--- config.mk ---
export PLATFORM = sky130hd
export DESIGN_NAME = oam_dma_bus
export DESIGN_NICKNAME = d
export VERILOG_FILES = /design/src/rtl/sm83_pkg.sv /design/src/rtl/oam_dma_bus_hram.sv /design/src/rtl/oam_dma_bus.sv
export SDC_FILE = /design/constraint.sdc
export NUM_CORES = 1
export LEC_CHECK = 0
export BUFFER_PORTS_ARGS = -buffer_cell sky130_fd_sc_hd__clkbuf_2
export CORE_ASPECT_RATIO = 0.9
export CORE_MARGIN = 3
export CORE_UTILIZATION = 41
export CTS_BUF_LIST = sky130_fd_sc_hd__clkbuf_8
export DETAILED_ROUTE_END_ITERATION = 10
export GPL_ROUTABILITY_DRIVEN = 0
export GPL_TIMING_DRIVEN = 0
export PLACE_DENSITY_LB_ADDON = 0.2
export REMOVE_ABC_BUFFERS = 1
export SYNTH_ARGS = -nofsm -noshare
export SYNTH_HDL_FRONTEND = slang
export SYNTH_SLANG_ARGS = --single-unit
--- constraint.sdc ---
create_clock -name clk -period 2.8 [get_ports clk]
set_clock_uncertainty 0.05 [all_clocks]
set_input_delay 0.14 -clock clk [delete_from_list [all_inputs] [get_ports clk]]
set_output_delay 0.14 -clock clk [all_outputs]
set_load 0.01 [all_outputs]
--- src/rtl/sm83_pkg.sv ---
// sm83_pkg: shared types and address map for the SM83 bus fabric.
// Holds the core bus types, the OAM DMA state encoding, the read-data
// source select, the fixed register/HRAM addresses and two small helpers
// used by the DMA bus block.
package sm83_pkg;

   typedef logic [15:0] addr_t;
   typedef logic [7:0]  data_t;

   typedef enum logic [1:0] {
      DMA_IDLE  = 2'd0,
      DMA_START = 2'd1,
      DMA_XFER  = 2'd2,
      DMA_LAST  = 2'd3
   } dma_state_t;

   // Source of cpu_r_data, chosen one cycle ahead of the data.
   typedef enum logic [1:0] {
      RSEL_MEM  = 2'd0,
      RSEL_HRAM = 2'd1,
      RSEL_REG  = 2'd2,
      RSEL_FF   = 2'd3
   } rd_sel_t;

   localparam addr_t DMA_REG_ADDR = 16'hFF46;
   localparam addr_t HRAM_BASE    = 16'hFF80;
   localparam addr_t HRAM_END     = 16'hFFFE;

   function automatic logic is_hram(input addr_t a);
      return (a >= HRAM_BASE) && (a <= HRAM_END);
   endfunction

   // Pages E0-FF are echo space; fetch from the underlying page 0x20 lower.
   function automatic data_t dma_src_page(input data_t p);
      return (p >= 8'hE0) ? (p - 8'h20) : p;
   endfunction

endpackage

--- src/rtl/oam_dma_bus_hram.sv ---
// hram: 127 x 8 high RAM (FF80-FFFE) with registered read and write.
// Ports:
//   clk     - clock
//   r_en    - read enable; r_data updates only when set
//   r_idx   - read index (address - FF80)
//   w_en    - write enable
//   w_idx   - write index (address - FF80)
//   w_data  - write data
//   r_data  - read data, valid the cycle after r_idx
// Contents are deliberately not reset.
import sm83_pkg::*;

module hram (
   input  logic       clk,
   input  logic       r_en,
   input  logic [6:0] r_idx,
   input  logic       w_en,
   input  logic [6:0] w_idx,
   input  data_t      w_data,
   output data_t      r_data
);

   data_t mem [0:126];

   // Read-before-write on a same-cycle collision at one index.
   always_ff @(posedge clk) begin
      if (w_en) begin
         mem[w_idx] <= w_data;
      end
      if (r_en) begin
         r_data <= mem[r_idx];
      end
   end

endmodule

--- src/rtl/oam_dma_bus.sv ---
// oam_dma_bus: sits between the core bus and memory, owns the DMA register
// (FF46) and HRAM, and runs the OAM DMA engine that copies DMA_LEN bytes
// from page {src,00} to OAM_BASE.
// Ports:
//   clk, rst                  - clock, synchronous active-high reset
//   cpu_r_addr                - core read address
//   cpu_w_addr/data/wen       - core write port
//   cpu_r_data                - core read data, one cycle after cpu_r_addr
//   mem_r_addr                - memory read address
//   mem_w_addr/data/wen       - memory write port
//   mem_r_data                - memory read data, one cycle after mem_r_addr
//   dma_active                - high while the DMA owns the memory port
import sm83_pkg::*;

module oam_dma_bus #(
   parameter int    DMA_LEN  = 160,
   parameter addr_t OAM_BASE = 16'hFE00
) (
   input  logic  clk,
   input  logic  rst,
   input  addr_t cpu_r_addr,
   input  addr_t cpu_w_addr,
   input  data_t cpu_w_data,
   input  logic  cpu_w_wen,
   output data_t cpu_r_data,
   output addr_t mem_r_addr,
   output addr_t mem_w_addr,
   output data_t mem_w_data,
   output logic  mem_w_wen,
   input  data_t mem_r_data,
   output logic  dma_active
);

   localparam logic [7:0] LAST_IDX = 8'(DMA_LEN - 1);

   dma_state_t state, state_next;
   logic [7:0] idx, idx_next;
   data_t      page;
   rd_sel_t    rd_sel, rd_sel_next;
   data_t      hram_data;

   logic reg_wr, hram_wr, hram_rd;

   assign reg_wr  = cpu_w_wen && (cpu_w_addr == DMA_REG_ADDR);
   assign hram_wr = cpu_w_wen && is_hram(cpu_w_addr);
   assign hram_rd = is_hram(cpu_r_addr);

   hram u_hram (
      .clk    (clk),
      .r_en   (hram_rd),
      .r_idx  (cpu_r_addr[6:0]),
      .w_en   (hram_wr),
      .w_idx  (cpu_w_addr[6:0]),
      .w_data (cpu_w_data),
      .r_data (hram_data)
   );

   always_ff @(posedge clk) begin
      if (rst) begin
         state  <= DMA_IDLE;
         idx    <= 8'h00;
         page   <= 8'h00;
         rd_sel <= RSEL_MEM;
      end else begin
         state  <= state_next;
         idx    <= idx_next;
         rd_sel <= rd_sel_next;
         if (reg_wr) begin
            page <= cpu_w_data;
         end
      end
   end

   // Next state. idx stops at LAST_IDX, so it never wraps even for 256.
   always_comb begin
      state_next = state;
      idx_next   = idx;
      case (state)
         DMA_IDLE:  state_next = DMA_IDLE;
         DMA_START: begin
            state_next = DMA_XFER;
            idx_next   = 8'h00;
         end
         DMA_XFER: begin
            if (idx == LAST_IDX) begin
               state_next = DMA_LAST;
            end else begin
               idx_next = idx + 8'd1;
            end
         end
         DMA_LAST:  state_next = DMA_IDLE;
         default:   state_next = DMA_IDLE;
      endcase
      // A register write always (re)starts, dropping the in-flight byte.
      if (reg_wr) begin
         state_next = DMA_START;
      end
   end

   // Memory port: pass-through from the core unless the DMA owns it. The
   // DMA write in cycle i stores the byte read in cycle i-1, so it trails
   // the read address by one.
   always_comb begin
      dma_active = (state == DMA_XFER) || (state == DMA_LAST);
      mem_r_addr = cpu_r_addr;
      mem_w_addr = cpu_w_addr;
      mem_w_data = cpu_w_data;
      mem_w_wen  = cpu_w_wen && !reg_wr && !hram_wr;
      if (dma_active) begin
         mem_r_addr = {dma_src_page(page), idx};
         mem_w_data = mem_r_data;
         if (state == DMA_LAST) begin
            mem_w_addr = OAM_BASE + {8'h00, idx};
            mem_w_wen  = 1'b1;
         end else begin
            mem_w_addr = OAM_BASE + {8'h00, idx} - 16'd1;
            mem_w_wen  = (idx != 8'h00);
         end
      end
   end

   always_comb begin
      rd_sel_next = RSEL_MEM;
      if (cpu_r_addr == DMA_REG_ADDR) begin
         rd_sel_next = RSEL_REG;
      end else if (hram_rd) begin
         rd_sel_next = RSEL_HRAM;
      end else if (dma_active) begin
         rd_sel_next = RSEL_FF;
      end
   end

   always_comb begin
      cpu_r_data = mem_r_data;
      case (rd_sel)
         RSEL_MEM:  cpu_r_data = mem_r_data;
         RSEL_HRAM: cpu_r_data = hram_data;
         RSEL_REG:  cpu_r_data = page;
         RSEL_FF:   cpu_r_data = 8'hFF;
         default:   cpu_r_data = mem_r_data;
      endcase
   end

endmodule

---- After elaboration in Yosys (flattened, before gate mapping) ----
Memories as Yosys holds them, arrays and structs flattened. A register that Yosys moved wholly into a read port is not among the register bits.
Cells that the tools add are included.
W data, S select, Z words.
word-level totals
  register bits ........................... 20
  bits in latches ......................... 0
  bits in writable memories ............... 1,016
  bits in read-only memories .............. 0
  bits of input ports ..................... 51
  output and inout bits ................... 50
  logic and storage cells ................. 63
  memories ................................ 1
operators by class
  add/subtract/negate cells ............... 4
  multiply operators ...................... 0
  div/mod/pow operators ................... 0
  $lt $le $gt $ge ......................... 5
  eq/ne operators ......................... 12
  shift operators ......................... 0
  multiplexer cells ....................... 18
  bitwise operators ....................... 0
  reductions and logical operators ........ 17
memories
  name        depth  bits a word  read ports  clocked after memory_dff  wr ports  line                    source
  u_hram.mem  127    8            1           1                         1         oam_dma_bus_hram.sv:23  data_t mem [0:126];
operator list
  operator                 number
  $mux W16                 3
  $eq A16 B16 Y1 const B   2
  $ge A16 B16 Y1 const B   2
  $le A16 B16 Y1 const B   2
  $pmux W8 S4              1
  $mux W8                  3
  $pmux W8 S2              1
  $sub A11 B2 Y12 const B  1
  $add A10 B9 Y11 const A  1
  $add A8 B1 Y8 const B    1
  $eq A2 B2 Y1 const B     4
  $eq A8 B8 Y1 const B     1
  $ge A8 B8 Y1 const B     1
  $mux W2                  4
  $reduce_bool A8 Y1       1
  $sub A8 B6 Y8 const B    1
  $logic_and A1 B1 Y1      6
  $pmux W2 S3              1
  $reduce_or A2 Y1         3
  $mux W1                  5
  $eq A2 B1 Y1 const B     2
  $logic_not A2 Y1         2
  $ne A2 B2 Y1 const B     2
  $ne A3 B3 Y1 const B     1
  other kinds (4)          5

---- Longest topological paths before layout ----
  depth in word-level cells ............... 6
  mapped depth ............................ 12
  gate-level depth less buffers ........... 7

---- Hierarchy ----
From an unflattened synthesis, not the netlist that was laid out.
unflattened totals
  cell total of the unflattened synthesis .. 2,165
  area total of the unflattened synthesis .. 41,806.3 µm²
modules (own cells, without submodules)
  module       instances  cells an instance  area each (µm²)  seq. area each (µm²)
  hram         1          1,882              39,880.7         30,749.5
  oam_dma_bus  1          283                1,925.6          400.4

---- Worst setup path before layout ----
Ideal clock, no wire load.
  path type ............................... input to register
  from .................................... in cpu_r_addr[1]
  to ...................................... reg u_hram.r_data[2] (read register of u_hram.mem), data pin
  library setup time ...................... 0.262 ns
  arrival time ............................ 1.952 ns
  data required time ...................... 2.488 ns
  setup slack ............................. 0.536 ns
  stages on the path ...................... 8
  buffers on the path ..................... 3
  cell sequence ........................... buf_2 buf_2 clkbuf_1 mux4_2 a2111oi_2 a21oi_1 a222oi_1 nor2_1
on the way
  cells in the longest elaborated chain, start to end .. 2
  elaborated cells between the ends (all ways) .. 3
  those cells by class .................... order compare: 2; reduce/logical: 1
RTL lines
  what                                              line                    source
  start: declaration                                oam_dma_bus.sv:21       input addr_t cpu_r_addr,
  $ge A16 B16 Y1 or $le A16 B16 Y1 (tied branches)  sm83_pkg.sv:30          return (a >= HRAM_BASE) && (a <= HRAM_END);
  $logic_and A1 B1 Y1                               sm83_pkg.sv:30
  end: declaration                                  oam_dma_bus_hram.sv:20  output data_t r_data
Parallel ways exist; a longest one is shown, timed or not.
A chain may end at the register's enable or synchronous reset.

==> summary.txt <==
Clock Latency Late Sink: 810 ps
Setup crit end kind: flip-flop
Setup crit start kind: flip-flop
Residual DRC: 0
Combinational fraction of design power: 6.4%
Clock sinks: 1044
Worst hold path type: input pin to flip-flop
CTS tree: done
Dpl hpwl: 65560 um
Internal power component: 23.70 mW
Crit path time final: 2970 ps
Failing checks: max-capacitance violations, max-slew violations, negative setup slack
Final setup violation count: 13
Vias in the first global route: 22370
FF+latch count, synth: 1044
Fill count: 8419
GRT Overall Usage: 20.99%
Die footprint: 105800 um^2
Cell Count, Final, Fillers Out: 3864
Worst setup path end: u_hram.r_data[3]$_DFFE_PP_
Clock Tree Root: clkbuf_8
Leak: 15.53 nW
CP max FO: 1
Number of antenna violations at the first check in global routing: 2
Worst setup margin: -170.5 ps
Sequential fraction of the synthesis area: 74.53%
Hold WS: 10.75 ps
Synth-to-Final Area Change: 13.41%
Peak supply drop: 369.0 uV
Total gr overflow: 0
I/O pin count: 101
Worst R2R Setup Slack: -170 ps
Via count: 22190
Final wirelength: 111600 um
Syn avg cell area: 18.91 um^2
Yosys cell types: 66
CTS Buf Count: 163
# H-tree levels: 4
Reg2reg path depth: 4
Mapped Area: 41800 um^2
Final #Nets: 2448
WS Path Type: flip-flop to flip-flop
Cell row count: 110
Die height: 308.9 um
Antenna-violating nets left: 0
Outcome: finished, violations left
Worst flop-to-flop path endpoint: u_hram.r_data[3]$_DFFE_PP_
Ranking of synthesized cells by area: edfxtp_1, mux4_2, mux2i_1, nor2_1, a22oi_1
Pre-CTS setup slack: -2087 ps
Placeable Area: 100600 um^2
Ratio of cells with drive above 1 in the final layout: 23.47%
Pwr per Cell Area: 650.9 nW/um^2
Initial core utilization: 41.54%
1st-iter DRT viols: 2295
Reg-to-Reg Start: u_hram.mem[78][3]$_DFFE_PP_
Number of max-cap violations: 2
Port bufs: 100
Tcrit/Tclk final: 106.1%
Async SR Flop Fraction: 0%
Worst Tran Pin Value: 1506 ps
Drt wl/cell: 28.89 um
DR vias/cell: 5.743
Switching power: 7.148 mW
Post-synth EDFFs: 1024
First-pass GRT wire length: 159200 um
Top FF cell, synth: edfxtp_1
Reg clk slew, reported paths: 60 ps
Area leader, netlist: edfxtp_1
Top cells by count, synth: edfxtp_1, mux2i_1, mux4_2
Highest clock rate: 0.3366 GHz
Arrival @ worst endpoint: 3390 ps
Fin. Hold Viols: 0
Crit. Startpoint: u_hram.mem[78][3]$_DFFE_PP_
Gate count of the mapped netlist: 2210
Die W: 342.6 um
Largest net degree at the start of global routing: 130
Flop pwr share: 55.7%
First-pass DRT Iterations: 6
Top-count cell post-synth: edfxtp_1
Post-synth top area share: 73.57%
Synth warn: 0
Sw Ratio: 23.17%
Req. time, crit path: 3220 ps
RSZ-0062 raised after global routing: yes
Max Root-Sink Buffers: 3
Max_slew headroom: -0.6255%
Clk pwr share: 37.9%
Post-Place Cells: 3547
Max Slew Vio Count: 17
-- cell type report --
class / instances / area (um^2) / area share [%]
timing repair buffer: 146 / 1573 / 3.318
inverter: 14 / 70.07 / 0.1478
antenna: 2 / 5.005 / 0.01056
clock buffer: 167 / 2298 / 4.849
clock inverter: 125 / 619.3 / 1.307
multi-input combinational: 1022 / 9993 / 21.08
tap: 1344 / 1682 / 3.548
sequential: 1044 / 31160 / 65.74
-- worst min path at each step --
stage,startpoint,to,slack (ps),depth (start not counted)
floorplan,rst,rd_sel[1]$_SDFF_PP0_,160,1
detailed placement,page[2]$_SDFFE_PP0P_,page[2]$_SDFFE_PP0P_,470,2
CTS,cpu_w_data[0],u_hram.mem[43][0]$_DFFE_PP_,50,1
global route,cpu_w_data[4],u_hram.mem[61][4]$_DFFE_PP_,40,1
finish,cpu_w_data[4],u_hram.mem[61][4]$_DFFE_PP_,10,1
global placement,page[2]$_SDFFE_PP0P_,page[2]$_SDFFE_PP0P_,450,2
-- registers in the layout, indices dropped and copies added, names as in the netlist --
name and count:
idx 8, page 8, rd_sel 2, state 2, u_hram.mem 1016, u_hram.r_data 8
-- cells by family after synthesis --
group                    after synthesis  share of synthesized area (%)
AND/OR/NAND/NOR                      385                          4.059
adder cells (fa/ha/maj)                6                         0.1796
XOR/XNOR                              11                         0.2305
flip-flops                          1044                          74.53
buffers and inverters                144                          1.952
AO/OA/AOI/OAI                        208                          3.479
multiplexers                         412                          15.57
-- layout by cell type, fill, tap and decap left out, drive strengths merged, types with 4 or more instances in the layout --
master	Yosys	routed
edfxtp	1024	1024
clkbuf	66	270
mux2i	190	190
mux4	187	187
nor2	177	177
nand2	87	87
inv	13	74
a22oi	61	61
clkinv	1	55
nand3	37	37
mux2	35	35
o21ai	33	33
a21oi	32	32
buf	64	27
dfxtp	20	20
nor2b	17	17
nor3	14	14
a31oi	12	12
nand4	12	12
dlygate4sd3	0	10
o22a	9	9
o22ai	9	9
or3	9	9
nor4	9	9
xor2	8	8
nand2b	8	8
o221ai	7	7
clkinvlp	0	7
a211oi	6	6
bufbuf	0	6
a2111oi	6	6
ha	6	6
and2	4	4
-- per-stage QoR --
stage	power [mW]	util [%]	instance area (um^2)	TNS, ps
after floorplan	18.26	-	41030	-439.9
after global placement	19.68	42.95	43210	-998180
after detailed placement	19.38	43.64	43900	-254200
after CTS	31.11	46.98	47260	-38.83
after global routing	31.92	47.11	47400	-90.77
final	30.85	47.11	47400	-440.7
-- timing repair --
| item | 4_1_cts | 5_1_grt |
|---|---|---|
| pin swaps | 5 | 3 |
| buffers inserted | 2 | 1 |
| hold buffers | 10 | 0 |
| gates cloned | 6 | 4 |
| resized for setup | 29 | 10 |
| endpoints found under the hold margin | 126 | 0 |
| setup endpoints to repair | 40 | 17 |
-- metal layers --
layer / global-route usage [%] / vias up / part of all wire [%]
li1: - / 9376 / -
met1: 30.06 / 11660 / 43
met2: 32.94 / 986 / 47
met3: 4.243 / 165 / 8.2
met4: 5.832 / 0 / 2.0
met5: 0 / - / 0
-- critical path, cell delays in order, from the launching register on --
cell and delay, ps:
edfxtp_1 370, mux4_2 510, mux4_2 580, a222oi_1 980, a41oi_2 160
-- power groups by stage --
stage | logic, mW | clock network (mW) | registers [mW]
3_5_place_dp | 1.88 | 0 | 17.5
4_1_cts | 1.97 | 12.0 | 17.2
3_3_place_gp | 2.14 | 0 | 17.5
2_1_floorplan | 0.769 | 0 | 17.5
6_report | 1.99 | 11.7 | 17.2
5_1_grt | 2.08 | 12.7 | 17.2
Note: power is estimated with default switching activity, not from simulation.
